**config.mk**
```make
export PLATFORM = sky130hd
export DESIGN_NAME = bin_to_7_seg
export DESIGN_NICKNAME = d
export VERILOG_FILES = /design/src/rtl/bin_to_7_seg_pkg.sv /design/src/rtl/seg7_decode.sv /design/src/rtl/bin_to_7_seg.sv
export SDC_FILE = /design/constraint.sdc
export NUM_CORES = 1
export LEC_CHECK = 0
export BUFFER_PORTS_ARGS = -buffer_cell sky130_fd_sc_hd__buf_2
export CAP_MARGIN = 20
export CELL_PAD_IN_SITES_DETAIL_PLACEMENT = 2
export CELL_PAD_IN_SITES_GLOBAL_PLACEMENT = 2
export CORE_MARGIN = 3
export CORE_UTILIZATION = 32
export CTS_BUF_LIST = sky130_fd_sc_hd__clkbuf_4
export CTS_CLUSTER_DIAMETER = 40
export CTS_CLUSTER_SIZE = 10
export DETAILED_ROUTE_END_ITERATION = 8
export PLACE_DENSITY_LB_ADDON = 0.1
export RECOVER_POWER = 50
export SYNTH_ARGS = -nofsm -noshare
export SYNTH_HDL_FRONTEND = slang
export SYNTH_SLANG_ARGS = --single-unit
```
**constraint.sdc**
```tcl
create_clock -name clk -period 0.8 [get_ports clk]
set_input_delay 0.12 -clock clk [delete_from_list [all_inputs] [get_ports clk]]
set_output_delay 0.12 -clock clk [all_outputs]
set_load 0.01 [all_outputs]
```
**src/rtl/bin_to_7_seg_pkg.sv**
```systemverilog
// Glyph constants for a single active-high hex digit, {a,b,c,d,e,f,g} order.
package bin_to_7_seg_pkg;

    localparam logic [6:0] SEG_0     = 7'b1111110;
    localparam logic [6:0] SEG_1     = 7'b0110000;
    localparam logic [6:0] SEG_2     = 7'b1101101;
    localparam logic [6:0] SEG_3     = 7'b1111001;
    localparam logic [6:0] SEG_4     = 7'b0110011;
    localparam logic [6:0] SEG_5     = 7'b1011011;
    localparam logic [6:0] SEG_6     = 7'b1011111;
    localparam logic [6:0] SEG_7     = 7'b1110000;
    localparam logic [6:0] SEG_8     = 7'b1111111;
    localparam logic [6:0] SEG_9     = 7'b1111011;
    localparam logic [6:0] SEG_A     = 7'b1110111;
    localparam logic [6:0] SEG_B     = 7'b0011111;
    localparam logic [6:0] SEG_C     = 7'b1001110;
    localparam logic [6:0] SEG_D     = 7'b0111101;
    localparam logic [6:0] SEG_E     = 7'b1001111;
    localparam logic [6:0] SEG_F     = 7'b1000111;
    localparam logic [6:0] SEG_BLANK = 7'b0000000;

endpackage

```
**src/rtl/seg7_decode.sv**
```systemverilog
// Combinational nibble to seven-segment pattern decode.
module seg7_decode
    import bin_to_7_seg_pkg::*;
(
    input  logic [3:0] i_val,
    output logic [6:0] o_seg
);

    always_comb begin
        o_seg = SEG_BLANK;
        case (i_val)
            4'h0: o_seg = SEG_0;
            4'h1: o_seg = SEG_1;
            4'h2: o_seg = SEG_2;
            4'h3: o_seg = SEG_3;
            4'h4: o_seg = SEG_4;
            4'h5: o_seg = SEG_5;
            4'h6: o_seg = SEG_6;
            4'h7: o_seg = SEG_7;
            4'h8: o_seg = SEG_8;
            4'h9: o_seg = SEG_9;
            4'hA: o_seg = SEG_A;
            4'hB: o_seg = SEG_B;
            4'hC: o_seg = SEG_C;
            4'hD: o_seg = SEG_D;
            4'hE: o_seg = SEG_E;
            4'hF: o_seg = SEG_F;
            default: o_seg = SEG_BLANK;
        endcase
    end

endmodule

```
**src/rtl/bin_to_7_seg.sv**
```systemverilog
// Registered hex digit driver: decode the nibble, latch it, fan out to a..g.
module bin_to_7_seg
    import bin_to_7_seg_pkg::*;
(
    input  logic       clk,
    input  logic       rst_n,
    input  logic [3:0] bin_input,
    output logic       a,
    output logic       b,
    output logic       c,
    output logic       d,
    output logic       e,
    output logic       f,
    output logic       g
);

    logic [6:0] w_seg;
    logic [6:0] r_seg;

    seg7_decode u_decode (
        .i_val (bin_input),
        .o_seg (w_seg)
    );

    // Blank the display the moment reset asserts, independent of clk.
    always_ff @(posedge clk or negedge rst_n) begin
        if (!rst_n) r_seg <= SEG_BLANK;
        else        r_seg <= w_seg;
    end

    assign {a, b, c, d, e, f, g} = r_seg;

endmodule

```
==> results.yml, run 1 <==
critical_path:
  cp_data_arrival_time_ps: 770
  critPathLaunchType: "register"
  cp-end-kind: "output port"
  path_cells: "buf_2"
  cpMaxStageDelayCell: "dfrtp_1"
  crit_start: "r_seg[5]"
  path_max_fanout: 1
  cp_num_buf_inv: 1
  worstSetupPathType: "register to output port"
  critPathTopFamily: "flip-flops"
  max_stage_delay_ps: 370
  cp.required_ps: 680
  crit_cells: 1
logic_synthesis:
  ys.warnings.count: 0
  synth_cells: 40
  synth-seq-area-share_pct: 37.9
  synth_nets: 53
  postSynth.asyncResetShare_pct: 100
  synthAdderAreaFrac_pct: 19.0
  syn_area_per_cell_um2: 11.5
  synth-xor-area-share_pct: 0
  ys_ff_latch: 7
  yosys.area_share.simple_pct: 6.78
  synth_top_area_share_pct: 37.9
  synth-compound-area-share_pct: 9.49
  ys.flop_type: "dfrtp_1"
  synth_area_um2: 462
  synth_top_family_by_area: "adder cells"
  synth_mux_area_share_pct: 16.5
  synth_common_cells: "7 x dfrtp_1, 7 x ha_1, 5 x inv_1"
  synth_top_cell_by_area: "dfrtp_1"
  yosysUniqueCellTypes: 17
  synth_edf_count: 0
  synth_area_leaders: "dfrtp_1 38%, ha_1 19%, buf_6 4.9%"
route:
  drt_iter0_markers: 4
  top_layer_used: "met4"
  vias: 395
  wl_per_cell_um: 17.7
  route.met3.wl_um: 68
  viasPerCell: 4.88
  wirelength_mm: 1.44
  wl_met1_um: 561
  drc: 0
  detail-route-antenna-nets: 0
  drt_pre_antenna_iters: 3
  met2_length_um: 787
sta:
  setup_ws_ps: -85.2
  rsz0062_at_grt: "true"
  relSlewSlack_pct: 73.2
  fmax_mhz: 1130
  fin_crit_ps: 885
  finalMaxSlewViolations: 0
  finalSetupViolCount: 8
  hold_viol: 0
  post-route-period-util_pct: 111
  hold_slack_ps: 260
  fin_tns_setup_ps: -511
  worst_slew_pin_slew_ps: 402
finish:
  seqCellArea_um2: 175
  nets: 80
  n_fill_cell: 130
  n_antenna_cell: 0
  fin_area_um2: 749
  regMostFlops: "r_seg"
  syn2layout_area_growth_pct: 62.3
  largest_reg_flops: 7
  drive_gt1_share_pct: 59.1
  fin_cells: 81
  multiInputGateArea_um2: 298
  largestRegisters: "r_seg x7"
clock_tree:
  cts_inserted_buffers: 3
  htree_levels: 1
  post_cts_buffers: 0
  cts-root-buf: "clkbuf_4"
  cts.reportedPaths.clkPinSlew_ps: 60
  clock_sinks: 7
  cts_tree: "done"
  clockBufferDepth: 2
die:
  row_count: 13
  ios: 13
  die_height_um: 44.0
  core_area_um2: 1330
  die_area_um2: 1930
  die_w_um: 44.0
  start_util_pct: 34.6
outcome:
  status: "complete, but fails checks"
  violations: "negative setup slack"
place:
  dp_hpwl_mm: 1.11
  dp.cells: 76
  placed_cell_area_um2: 661
  gp_congestion: 0.695
  io_buffers: 12
hold_path:
  whs_path_depth: 4
  hold_path_class: "input port to register"
  hp-start: "bin_input[1]"
flow_run:
  drv_cap: 0
pwr:
  leakagePower_nw: 0.339
  p_per_area_nw_per_um2: 1370
  ir_drop_uv: 473
  power.total_mw: 1.03
global_route:
  grt_max_degree: 10
  grt_use_total_pct: 17.8
  grt-ovfl-total: 0
  antenna_found_initial: 0
  grt_pass1_vias: 471
  grt_pass1_wl_mm: 2.41
[through the flow]
step,utilization [%],worst slack (ps)
floorplan,-,-124
global placement,49.5,-390
detailed placement,49.5,-428
CTS,55.9,-101
global route,56.2,-119
finish,56.2,-85.2
[logic make-up (layout without fill, tap and decap cells)]
group           count (synthesis)  after routing
compound gates                  6              6
fa+ha+maj                       7              7
buf+inv                         8             34
flops                           7              7
mux                             6              6
simple gates                    6              6
[worst paths after layout]
path | slack (ps) | to
setup / recovery | -90 | b
hold / removal | 260 | r_seg[0]
max in group asynchronous | 210 | r_seg[4]
min in group asynchronous | 300 | r_seg[0]
[cells in the final DEF (no fill, tap or decap)]
master and n:
a21oi_1 2, a22oi_2 1, a2bb2oi_1 1, a31o_2 1, a32oi_1 1, buf_12 2, buf_2 9, buf_4 10
buf_6 1, clkbuf_1 1, clkbuf_4 3, clkinv_2 1, dfrtp_1 7, dlygate4sd3_1 1, ha_1 3, ha_4 4
inv_1 3, inv_12 1, inv_4 1, inv_8 1, mux2_2 2, mux2_4 1, mux2i_1 2, mux4_2 1
nand2b_1 3, nor2_1 2, nor3_1 1
[what timing repair did]
| item | in CTS | in global routing |
|---|---|---|
| gates cloned | 0 | 0 |
| pin swaps | 1 | 1 |
| resized for setup | 11 | 1 |
| hold buffers | 1 | 0 |
| hold endpoints to repair | 7 | 0 |
| endpoints found under the setup margin | 12 | 8 |
[metal layers]
metal | up-vias | GRT usage [%]
met4 | 0 | 5.42
met1 | 188 | 18.2
met3 | 4 | 4.56
li1 | 189 | -
met5 | - | 0
met2 | 14 | 34.3
[area by class of cell]
cell class,instances,area share [%]
Multi-Input combinational cell,25,39.7
Clock inverter,1,0.668
Timing Repair Buffer,24,24.7
Clock buffer,3,3.01
Tap cell,15,2.50
Sequential cell,7,23.4
Inverter,6,6.01
[report_power, final]
part / internal [mW] / switching, mW / total [mW]
registers: 0.384 / 0.00811 / 0.392
clock network: 0.183 / 0.144 / 0.327
logic: 0.158 / 0.150 / 0.308
Note: power is estimated with default switching activity, not from simulation.
==> run 2: changes to the inputs <==
==> constraint.sdc (replaced) <==
create_clock -name clk -period 1 [get_ports clk]
set_input_delay 0.15 -clock clk [delete_from_list [all_inputs] [get_ports clk]]
set_output_delay 0.15 -clock clk [all_outputs]
set_load 0.01 [all_outputs]
==> results.yml, run 2 (synthesized netlist as in run 1, its figures left out) <==
finish:
  post-route-util_pct: 49.1
  drive_gt1_share_pct: 53.1
  n_fill_cell: 157
  fin_area_um2: 654
  nets: 78
  regMostFlops: "r_seg"
  largestRegisters: "r_seg x7"
  final_cell_mix: "11 x buf_2, 9 x buf_4, 7 x dfrtp_1"
  largest_reg_flops: 7
  syn2layout_area_growth_pct: 41.7
  layout_commonest_cell: "buf_2"
  n_antenna_cell: 0
route:
  drc: 0
  viasPerCell: 4.84
  drt_iter0_markers: 4
  wirelength_mm: 1.22
  drt_pre_antenna_iters: 5
  vias: 382
  wl_per_cell_um: 15.5
  detail-route-antenna-nets: 0
place:
  placed_cell_area_um2: 613
  io_buffers: 12
  gp_congestion: 0.737
  place_ws_ps: -211
die:
  row_count: 13
  die_height_um: 44.0
  die_w_um: 44.0
  ios: 13
  start_util_pct: 34.6
  core_area_um2: 1330
  die_area_um2: 1930
clock_tree:
  cts_tree: "done"
  post_cts_buffers: 0
  cts.reportedPaths.clkPinSlew_ps: 60
  cts_inserted_buffers: 3
  htree_levels: 1
  clockBufferDepth: 2
  clock_sinks: 7
  cts-root-buf: "clkbuf_4"
pwr:
  ir_drop_uv: 385
  p_per_area_nw_per_um2: 1220
  power.total_uw: 797
  leakagePower_nw: 0.308
critical_path:
  cp-end-kind: "register"
  cp.required_ps: 1110
  cp_data_arrival_time_ps: 1060
  path_max_fanout: 5
  worstSetupPathType: "input port to register"
  critPathLaunchType: "input port"
global_route:
  grt-ovfl-total: 0
  grt_pass1_wl_mm: 2.06
  grt_max_degree: 10
  grt_use_total_pct: 15.5
  antenna_found_initial: 0
  grt_pass1_vias: 423
hold_path:
  hold_path_class: "input port to register"
  hold_end: "r_seg[2]"
  hp-start: "bin_input[2]"
  whs_path_depth: 3
sta:
  hold_viol: 0
  rsz0062_at_grt: "false"
  fmax_mhz: 1060
  setup_ws_ps: 52.5
  fin_crit_ps: 947
  finalSetupViolCount: 0
  post-route-period-util_pct: 94.7
  fin_tns_setup_ps: 0
  relSlewSlack_pct: 75.8
  worst_slew_pin_slew_ps: 363
  finalMaxSlewViolations: 0
flow_run:
  drv_cap: 0
outcome:
  status: "completed"
-- run 2: critical path: stages --
cell	delay [ps]
buf_2	140
inv_4	70
ha_4	240
mux4_2	450
-- run 2: worst max-delay path by stage --
| stage | start | to | slack, ps |
|---|---|---|---|
| after floorplan | bin_input[0] | r_seg[3] | 8 |
| after global placement | bin_input[0] | r_seg[3] | -160 |
| after detailed placement | bin_input[1] | r_seg[3] | -210 |
| after CTS | bin_input[1] | r_seg[3] | 50 |
| after global routing | bin_input[0] | r_seg[3] | 40 |
| final | bin_input[1] | r_seg[3] | 50 |
-- run 2: through the flow --
step,hold WS (ps),cells
after floorplan,-146,40
after CTS,224,79
after global placement,-19.5,74
after detailed placement,-12.5,74
after global routing,243,79
final,230,79
-- run 2: report_power, final --
part / leakage [nW] / switching (mW) / internal [mW]
Clock: 0.0184 / 0.105 / 0.179
Combinational: 0.216 / 0.101 / 0.0991
Sequential: 0.0740 / 0.00530 / 0.307
-- run 2: layout make-up --
class / count / area, um^2 / area share (%)
tap: 15 / 18.8 / 2.87
multi-input combinational: 25 / 267 / 40.7
inverter: 6 / 27.5 / 4.21
timing repair buffer: 22 / 136 / 20.8
sequential: 7 / 175 / 26.8
clock buffer: 4 / 30.0 / 4.59
-- run 2: per-layer routing --
metal | up-vias | GRT usage [%] | wire length [um] | part of all wire [%]
li1 | 182 | - | - | -
met2 | 19 | 27.6 | 637 | 52
met4 | 0 | 7.23 | 0 | 0
met5 | - | 0 | 0 | 0
met1 | 181 | 16.8 | 511 | 42
met3 | 0 | 4.15 | 75 | 6.1
-- run 2: timing repair --
| item | in CTS | in global routing |
|---|---|---|
| setup endpoints to repair | 0 | 1 |
| endpoints found under the hold margin | 7 | 0 |
| hold buffers | 1 | 0 |
| gates resized for setup | 0 | 1 |
